**src/rtl/dot_matrix_frame_scheduler_if.sv**
```systemverilog
// Producer write/swap handshake plus matrix pin bundle for the dot-matrix frame scheduler.
// brightness exists only when DIMMING_EN is defined.
interface dot_matrix_frame_scheduler_if;
  logic       wr_valid;
  logic       wr_ready;
  logic [2:0] wr_row;
  logic [7:0] wr_data;
  logic       swap_req;
  logic       swap_ack;
  logic       frame_start;
  logic [7:0] dot_row;
  logic [7:0] dot_col;
`ifdef DIMMING_EN
  logic [2:0] brightness;

  modport master (
    output wr_valid, wr_row, wr_data, swap_req, brightness,
    input  wr_ready, swap_ack, frame_start, dot_row, dot_col
  );
  modport slave (
    input  wr_valid, wr_row, wr_data, swap_req, brightness,
    output wr_ready, swap_ack, frame_start, dot_row, dot_col
  );
`else
  modport master (
    output wr_valid, wr_row, wr_data, swap_req,
    input  wr_ready, swap_ack, frame_start, dot_row, dot_col
  );
  modport slave (
    input  wr_valid, wr_row, wr_data, swap_req,
    output wr_ready, swap_ack, frame_start, dot_row, dot_col
  );
`endif
endinterface

```
**src/rtl/dot_matrix_frame_scheduler.sv**
```systemverilog
// Double-buffered 8x8 row scan: rows appear 1 cycle after each scan tick; buffers swap only on the row-7 tick.
// Writes stall (wr_ready=0) while a swap is pending. Define DIMMING_EN for the brightness PWM on dot_col.
module dot_matrix_frame_scheduler #(
  parameter int SCAN_DIV = 5000,
  parameter int CNT_W    = 16
) (
  input logic                         clk,
  input logic                         rst,
  dot_matrix_frame_scheduler_if.slave bus
);
  typedef enum logic {IDLE = 1'b0, PENDING = 1'b1} state_e;

  state_e           state_q, state_d;
  logic             front_sel_q, front_sel_d;  // 0: buffer A is front, 1: buffer B is front
  logic [CNT_W-1:0] cnt_q, cnt_d;
  logic [2:0]       row_cnt_q, row_cnt_d;
  logic [7:0]       buf_a_q [8];
  logic [7:0]       buf_b_q [8];
  logic [7:0]       dot_row_q, dot_row_d;
  logic [7:0]       dot_col_q, dot_col_d;
  logic             frame_start_q, frame_start_d;
  logic             tick;
  logic             wr_ready;
  logic             wr_fire;
  logic             swap_ack;
  logic [7:0]       front_row;

  assign tick      = (cnt_q == CNT_W'(SCAN_DIV - 1));
  assign wr_fire   = bus.wr_valid & wr_ready;
  assign front_row = front_sel_q ? buf_b_q[row_cnt_q] : buf_a_q[row_cnt_q];

  always_comb begin
    cnt_d         = tick ? '0 : cnt_q + CNT_W'(1);
    row_cnt_d     = row_cnt_q;
    dot_row_d     = dot_row_q;
    dot_col_d     = dot_col_q;
    frame_start_d = 1'b0;
    if (tick) begin
      row_cnt_d     = row_cnt_q + 3'd1;
      dot_row_d     = ~(8'h80 >> row_cnt_q);
      dot_col_d     = front_row;
      frame_start_d = (row_cnt_q == 3'd0);
    end
  end

  // front_row above still reads the old front on the swap tick, so row 7 finishes the old frame.
  always_comb begin
    state_d     = state_q;
    front_sel_d = front_sel_q;
    wr_ready    = 1'b0;
    swap_ack    = 1'b0;
    case (state_q)
      IDLE: begin
        wr_ready = 1'b1;
        if (bus.swap_req) begin
          state_d = PENDING;
        end
      end
      PENDING: begin
        if (tick && (row_cnt_q == 3'd7)) begin
          state_d     = IDLE;
          front_sel_d = ~front_sel_q;
          swap_ack    = 1'b1;
        end
      end
      default: state_d = IDLE;
    endcase
  end

  always_ff @(posedge clk or negedge rst) begin
    if (!rst) begin
      state_q       <= IDLE;
      front_sel_q   <= 1'b0;
      cnt_q         <= '0;
      row_cnt_q     <= 3'd0;
      dot_row_q     <= 8'hFF;
      dot_col_q     <= 8'h00;
      frame_start_q <= 1'b0;
    end else begin
      state_q       <= state_d;
      front_sel_q   <= front_sel_d;
      cnt_q         <= cnt_d;
      row_cnt_q     <= row_cnt_d;
      dot_row_q     <= dot_row_d;
      dot_col_q     <= dot_col_d;
      frame_start_q <= frame_start_d;
    end
  end

  always_ff @(posedge clk or negedge rst) begin
    if (!rst) begin
      for (int i = 0; i < 8; i++) begin
        buf_a_q[i] <= 8'h00;
        buf_b_q[i] <= 8'h00;
      end
    end else if (wr_fire) begin
      if (front_sel_q) begin
        buf_a_q[bus.wr_row] <= bus.wr_data;
      end else begin
        buf_b_q[bus.wr_row] <= bus.wr_data;
      end
    end
  end

  assign bus.wr_ready    = wr_ready;
  assign bus.swap_ack    = swap_ack;
  assign bus.frame_start = frame_start_q;
  assign bus.dot_row     = dot_row_q;

`ifdef DIMMING_EN
  localparam int ROW_SLICE = SCAN_DIV / 8;

  logic [2:0]     bright_q, bright_d;
  logic [CNT_W:0] duty_lim;

  assign bright_d    = tick ? bus.brightness : bright_q;
  assign duty_lim    = (CNT_W + 1)'((int'(bright_q) + 1) * ROW_SLICE);
  // cnt_q restarts at 0 exactly when a new row becomes visible, so it doubles as the PWM phase.
  assign bus.dot_col = ({1'b0, cnt_q} >= duty_lim) ? 8'h00 : dot_col_q;

  always_ff @(posedge clk or negedge rst) begin
    if (!rst) begin
      bright_q <= 3'd0;
    end else begin
      bright_q <= bright_d;
    end
  end
`else
  assign bus.dot_col = dot_col_q;
`endif
endmodule

```
**src/flat_wrapper.sv**
```systemverilog
// flat-port wrapper written by rule: the top's interface ports become plain ports
module dot_matrix_frame_scheduler_flat 
#(
  parameter int SCAN_DIV = 5000,
  parameter int CNT_W    = 16
)
  (clk, rst, bus_wr_valid, bus_wr_row, bus_wr_data, bus_swap_req, bus_wr_ready, bus_swap_ack, bus_frame_start, bus_dot_row, bus_dot_col);
  dot_matrix_frame_scheduler_if bus_i ();
  input logic clk;
  input logic rst;
  input wire logic [$bits(bus_i.wr_valid)-1:0] bus_wr_valid;
  input wire logic [$bits(bus_i.wr_row)-1:0] bus_wr_row;
  input wire logic [$bits(bus_i.wr_data)-1:0] bus_wr_data;
  input wire logic [$bits(bus_i.swap_req)-1:0] bus_swap_req;
  output wire logic [$bits(bus_i.wr_ready)-1:0] bus_wr_ready;
  output wire logic [$bits(bus_i.swap_ack)-1:0] bus_swap_ack;
  output wire logic [$bits(bus_i.frame_start)-1:0] bus_frame_start;
  output wire logic [$bits(bus_i.dot_row)-1:0] bus_dot_row;
  output wire logic [$bits(bus_i.dot_col)-1:0] bus_dot_col;
  assign bus_i.wr_valid = bus_wr_valid;
  assign bus_i.wr_row = bus_wr_row;
  assign bus_i.wr_data = bus_wr_data;
  assign bus_i.swap_req = bus_swap_req;
  assign bus_wr_ready = bus_i.wr_ready;
  assign bus_swap_ack = bus_i.swap_ack;
  assign bus_frame_start = bus_i.frame_start;
  assign bus_dot_row = bus_i.dot_row;
  assign bus_dot_col = bus_i.dot_col;
  dot_matrix_frame_scheduler #(.SCAN_DIV(SCAN_DIV), .CNT_W(CNT_W)) u_core (.clk(clk), .rst(rst), .bus(bus_i));
endmodule
```
**config.mk**
```make
export PLATFORM = sky130hd
export DESIGN_NAME = dot_matrix_frame_scheduler_flat
export DESIGN_NICKNAME = d
export VERILOG_FILES = /design/src/rtl/dot_matrix_frame_scheduler_if.sv /design/src/rtl/dot_matrix_frame_scheduler.sv /design/src/flat_wrapper.sv
export SDC_FILE = /design/constraint.sdc
export NUM_CORES = 1
export LEC_CHECK = 0
export BUFFER_PORTS_ARGS = -buffer_cell sky130_fd_sc_hd__buf_4
export CAP_MARGIN = 5
export CORE_UTILIZATION = 25
export DETAILED_ROUTE_END_ITERATION = 8
export GPL_TIMING_DRIVEN = 0
export MAX_ROUTING_LAYER = met4
export PLACE_DENSITY = 0.52
export SETUP_SLACK_MARGIN = 0.2
export SYNTH_ARGS = -nofsm -noshare
export SYNTH_HDL_FRONTEND = slang
export SYNTH_SLANG_ARGS = --single-unit
```
**constraint.sdc**
```tcl
create_clock -name clk -period 1.8 [get_ports clk]
set_clock_uncertainty 0.2 [all_clocks]
set_input_delay 0.27 -clock clk [delete_from_list [all_inputs] [get_ports clk]]
set_output_delay 0.27 -clock clk [all_outputs]
set_load 0.03 [all_outputs]
```
Yosys cells after proc, flatten, opt, wreduce, memory -nomap -nowiden:

Index checks and enable logic that the tools add are counted.

* add/sub/neg operators: 2
* magnitude comparators: 3
* eq/ne operators: 2
* shift-type cells: 1
* multiplexer cells: 19
* bitwise operators: 6
* reductions and logical operators: 6

Operators by type and width (count)
* 64-bit bitwise mux: 2
* 8-bit binary-select mux with 3-bit select: 2
* 8-bit 2-to-1 mux: 6
* 8-bit demux with 3-bit select: 1
* 16-bit by 1-bit adder with 16-bit output (second input constant): 1
* 16-bit by 13-bit == test with 1-bit output (second input constant): 1
* 16-bit 2-to-1 mux: 1
* 4-bit greater-or-equal comparator (second input constant): 2
* 3-bit NOT with 4-bit output: 2
* 8-bit NOT: 1
* 8-bit by 3-bit >> shifter with 8-bit output (first input constant): 1
* 1-bit 2-to-1 mux: 6
* 2-bit AND reduction: 3
* 4-bit by 1-bit < comparator with 1-bit output (second input constant): 1
* 3-bit by 1-bit adder with 3-bit output (second input constant): 1
* 3-bit == test (second input constant): 1
* 3-bit zero test: 1
* 1-bit logical AND: 2
* 1-bit NOT: 2
* 1-bit case mux with 2 select lines: 1
* 1-bit bitwise AND: 1

* flip-flop bits (word level): 166
* output and inout bits: 19
* logic and storage cells: 62

Depth between registers and ports, before layout:

* depth in word-level cells: 6
* gate-level depth with buffers: 7
* depth with buffers taken out: 5

Least setup slack after synthesis:

No wires, ideal clock.

* path kind: register to register
* from: register u_core.state_q
* to: register u_core.buf_a_q[48] (netlist name)
* library setup time: 0.125 ns
* arrival time: 1.644 ns
* path slack: -0.169 ns
* stages on the path, launching flop included: 6
* buffers on the path: 1
* period minus slack after synthesis: 1.969 ns
* path through: dfrtp_1 -> inv_1 -> nand4_4 -> or3_1 -> buf_6 -> mux2_4

* longest elaborated chain between the ends: 3

RTL lines
* start: declaration: line dot_matrix_frame_scheduler.sv:13 `state_e state_q, state_d;`
* start signal: assignment: line dot_matrix_frame_scheduler.sv:80 `state_q <= state_d;`
* 1-bit 2-to-1 mux: line dot_matrix_frame_scheduler.sv:52 `case (state_q)`
* net bus_wr_ready: line flat_wrapper.sv:15 `output wire logic [$bits(bus_i.wr_ready)-1:0] bus_wr_ready;`
* 1-bit bitwise AND: line dot_matrix_frame_scheduler.sv:29 `assign wr_fire = bus.wr_valid & wr_ready;`
* 2-bit AND reduction (no line)
* end signal: indexed assignment: line dot_matrix_frame_scheduler.sv:98 `buf_a_q[bus.wr_row] <= bus.wr_data;`
* end: declaration: line dot_matrix_frame_scheduler.sv:17 `logic [7:0] buf_a_q [8];`

The timed path passes the listed nets, and every way through them passes these cells.
A chain may end at the register's enable or synchronous reset.

Final worst setup path:

* from: register u_core.cnt_q[12]
* to: output bus_swap_ack

* longest elaborated chain between the ends: 4

RTL lines
* start: declaration: line dot_matrix_frame_scheduler.sv:15 `logic [CNT_W-1:0] cnt_q, cnt_d;`
* start signal: assignment: line dot_matrix_frame_scheduler.sv:82 `cnt_q <= cnt_d;`
* 16-bit by 13-bit == test with 1-bit output: line dot_matrix_frame_scheduler.sv:28 `assign tick = (cnt_q == CNT_W'(SCAN_DIV - 1));`
* 1-bit logical AND: line dot_matrix_frame_scheduler.sv:60 `if (tick && (row_cnt_q == 3'd7)) begin`
* 1-bit 2-to-1 mux: line dot_matrix_frame_scheduler.sv:60
* 1-bit 2-to-1 mux: line dot_matrix_frame_scheduler.sv:52
* end: declaration: line flat_wrapper.sv:16 `output wire logic [$bits(bus_i.swap_ack)-1:0] bus_swap_ack;`

Every way passes these cells.

==> summary.txt <==
Run status
  • Status: finished, violations left
  • Failing checks: negative setup slack

Worst setup path
  • Crit-path max FO: 6
  • CP startpoint: u_core.cnt_q[12]$_DFF_PN0_
  • RR Startpoint: u_core.cnt_q[1]$_DFF_PN0_
  • Reg2reg setup slack: -0.42 ns
  • Crit path capture type: primary output
  • Crit path DAT: roughly 1.8 ns
  • Crit start category: register
  • Reg2Reg Depth: 10
  • Critical path class: register to primary output
  • R2r endpoint: u_core.bus.dot_col[0]$_DFFE_PN0N_
  • Worst EP required: 1.33 ns

Die
  • Die area: around 31,000 sq um
  • I/O Pins: 34
  • Initial core utilization: about a quarter
  • DIE WIDTH: about 180 um
  • DIE HEIGHT: between 150 and 200 um
  • Core ar.: 29,800 sq um
  • Row count: 63

STA
  • Final min period: about 2.3 ns
  • F_max: between 400 and 500 MHz
  • Worst Hold Slack: between 0.1 and 0.15 ns
  • Final-report hold violation count: 0
  • Endpoints failing setup: 122
  • Final period utilization: 127%
  • Setup_tns: -17.10 ns
  • Slew margin rel.: between 20% and 30%
  • Slew @ Worst Pin: between 1 and 1.5 ns
  • Setup ws final: -0.492 ns
  • RSZ-0062 raised after global routing: true
  • Max Slew Vio Count: 0

Synthesis
  • Most area-hungry cell type in the Yosys netlist: dfrtp_1
  • FF+latch count, synth: ~170
  • Top cell type's share of synthesized area: between 50% and 60%
  • Post-synth EDFFs: 0
  • Synthesized cell area: around 7600 sq um
  • Syn Inst Count: between 500 and 600
  • Multiplexer share of the synthesized area: ~30%
  • Post-synthesis compound-gate area fraction: approximately 2.9%
  • Sequential area share after synthesis: approximately 55%
  • Area contributors post-synth: dfrtp_1 52%, mux2_2 18%, mux4_2 9.5%
  • Avg Cell Area, Syn: between 15 and 20 sq um
  • Warnings, synthesis: 0
  • Synth Area in XOR/XNOR: ~1.7%
  • Ys flop type: dfrtp_1
  • Syn_nets: 524
  • Synth async-reset ratio: 100%
  • Largest family of logic cells by synthesized area: multiplexers
  • Synth Area in Simple Gates: 7.20%
  • Synthesized-area fraction occupied by adder cells: under 10%
  • Synth cell types: 45

Detailed routing
  • Initial drt markers: slightly below 300
  • Routed Antenna Nets: 0
  • Routed WL: slightly above 20,000 um
  • First-pass iteration count of the detailed router: 4
  • Vias/cell: between 4 and 5
  • Routed vias: around 4,800
  • Average wire per standard cell: slightly below 20 um
  • DR DRC count: 0

Layout
  • Area grow syn2layout: 41.7%
  • Final cell count without fillers: between 1,000 and 1,500
  • # fillers: 2,803
  • Share of cells above drive strength 1: between 60% and 70%
  • Final core utilization: approximately 36%
  • Final Net Count: 651
  • Antenna diodes: 0
  • Design area: about 11,000 sq um

Min path
  • Worst min-delay path class: primary input to async pin

Global route
  • Largest net degree at the start of global routing: 94
  • GR Overflow Total: 0
  • Vias in the first global route: about 5,200
  • Initial antenna violation count: 0
  • Global-route wire length before repair: just over 30,000 um
  • Tot GR Track Use: about 14%

Place
  • HPWL Detailed: 12,900 um
  • Area post-placement: slightly below 9000 sq um
  • IO buf count: 33
  • Post-Place Cells: between 900 and 1,000
  • RD Place Congestion: 0.775

Clock network
  • Clock buffer depth: 2
  • Max H-tree Level: 4
  • Number of clock sinks: roughly 170
  • CTS root buf: clkbuf_16
  • Skew-Pair Late Insertion Delay: between 0.4 and 0.5 ns
  • CTS clk-pin slew, worst paths: about 0.07 ns
  • CTS buffer count: 17
  • TritonCTS clock tree: built

Pwr
  • P per Cell Area: approximately 780 nW/um^2
  • Pleak: between 4 and 5 nW
  • Max VDD drop: slightly below 0.7 mV

Job
  • Max Cap Viol: 0
## worst max-delay path: stages (launching register included)
cell     delay [ns]
dfrtp_1        0.45
nor4b_4        0.27
and4_1         0.25
buf_6          0.11
and3_4         0.18
buf_6          0.13
## cell type report
class                           count  area [sq um]  area share, %
Multi-Input combinational cell    305          4020           37.3
Sequential cell                   166          4180           38.7
Inverter                            5          21.3          0.197
Tap cell                          390           488           4.52
Clock buffer                       19           443           4.11
Clock inverter                     12           249           2.31
Timing Repair Buffer              108          1100           10.2
Buffer                             26           284           2.63
## cells in the final DEF (no fill, tap or decap), types with 9 or more instances in the layout
cell | netlist | layout
dlygate4sd3_1 | 0 | 10
buf_4 | 4 | 63
dfrtp_1 | 158 | 147
clkbuf_1 | 8 | 9
buf_12 | 0 | 12
mux2_4 | 8 | 64
nor2_1 | 25 | 10
mux2_2 | 120 | 64
dfrtp_2 | 0 | 11
nor2_4 | 1 | 10
nand2_8 | 0 | 9
mux4_2 | 32 | 32
clkbuf_16 | 0 | 17
buf_6 | 7 | 27
## cell usage after synthesis, types with 3 or more instances
| cell type | instances |
|---|---|
| inv_1 | 5 |
| nand3_1 | 6 |
| and3_1 | 5 |
| a31oi_1 | 5 |
| nand4_1 | 6 |
| buf_4 | 4 |
| dfstp_2 | 8 |
| nor2_1 | 25 |
| mux2_4 | 8 |
| buf_2 | 7 |
| mux2_2 | 120 |
| xor2_1 | 5 |
| nand2_2 | 3 |
| o21ai_0 | 5 |
| a221oi_2 | 4 |
| buf_6 | 7 |
| mux2i_1 | 8 |
| a221oi_1 | 4 |
| mux4_2 | 32 |
| xnor2_1 | 8 |
| nor2b_1 | 5 |
| dfrtp_1 | 158 |
| nand2_1 | 19 |
| ha_1 | 7 |
| clkbuf_1 | 8 |
| o22ai_1 | 8 |
## repair_timing
action	4_1_cts	5_1_grt
buffers inserted	35	26
setup endpoints to repair	164	262
endpoints found under the hold margin	114	0
cloned	3	0
pin swaps	17	28
resized for setup	117	60
hold buffers	10	0
## through the flow
step	worst slack [ns]	total power, W
2_1_floorplan	-0.0256	0.00396
3_3_place_gp	-0.681	0.00410
3_5_place_dp	-0.425	0.00413
4_1_cts	-0.485	0.00847
5_1_grt	-0.551	0.00865
6_report	-0.492	0.00839
## sequential cells by signal, indices dropped and copies added (netlist names)
name	count
u_core.cnt_q	16
u_core.bus.frame_start	1
u_core.buf_a_q	64
u_core.state_q	1
u_core.buf_b_q	64
u_core.front_sel_q	1
u_core.row_cnt_q	3
u_core.bus.dot_row	8
u_core.bus.dot_col	8
## routing by layer
layer / global-route usage (%) / wire [um] / vias to the layer above / share of wire, %
met5: - / 0 / - / 0
met4: 3.77 / 148 / 0 / 0.74
met3: 3.77 / 1080 / 14 / 5.4
met2: 21.8 / 9990 / 95 / 50
met1: 17.3 / 8890 / 2599 / 44
li1: - / - / 2115 / -
## power breakdown
part	switching (W)	total [W]	internal (W)
Sequential	0.0000269	0.00381	0.00378
Combinational	0.000169	0.000279	0.000110
Clock	0.00152	0.00430	0.00278
Total	0.00172	0.00839	0.00667
## cell families after synthesis
group / Yosys count
flops: 166
buf+inv: 31
simple gates: 88
mux: 168
fa+ha+maj: 7
xor+xnor: 14
compound gates: 28
## worst max-delay path by stage
stage	endpoint	slack, ns	cells past startpoint
floorplan	bus_swap_ack	-0.03	4
global placement	u_core.state_q$_DFF_PN0_	-0.68	1
detailed placement	u_core.bus.dot_col[2]$_DFFE_PN0N_	-0.43	5
CTS	bus_swap_ack	-0.49	5
global route	bus_swap_ack	-0.55	5
finish	bus_swap_ack	-0.49	5
Note: power is estimated with default switching activity, not from simulation.
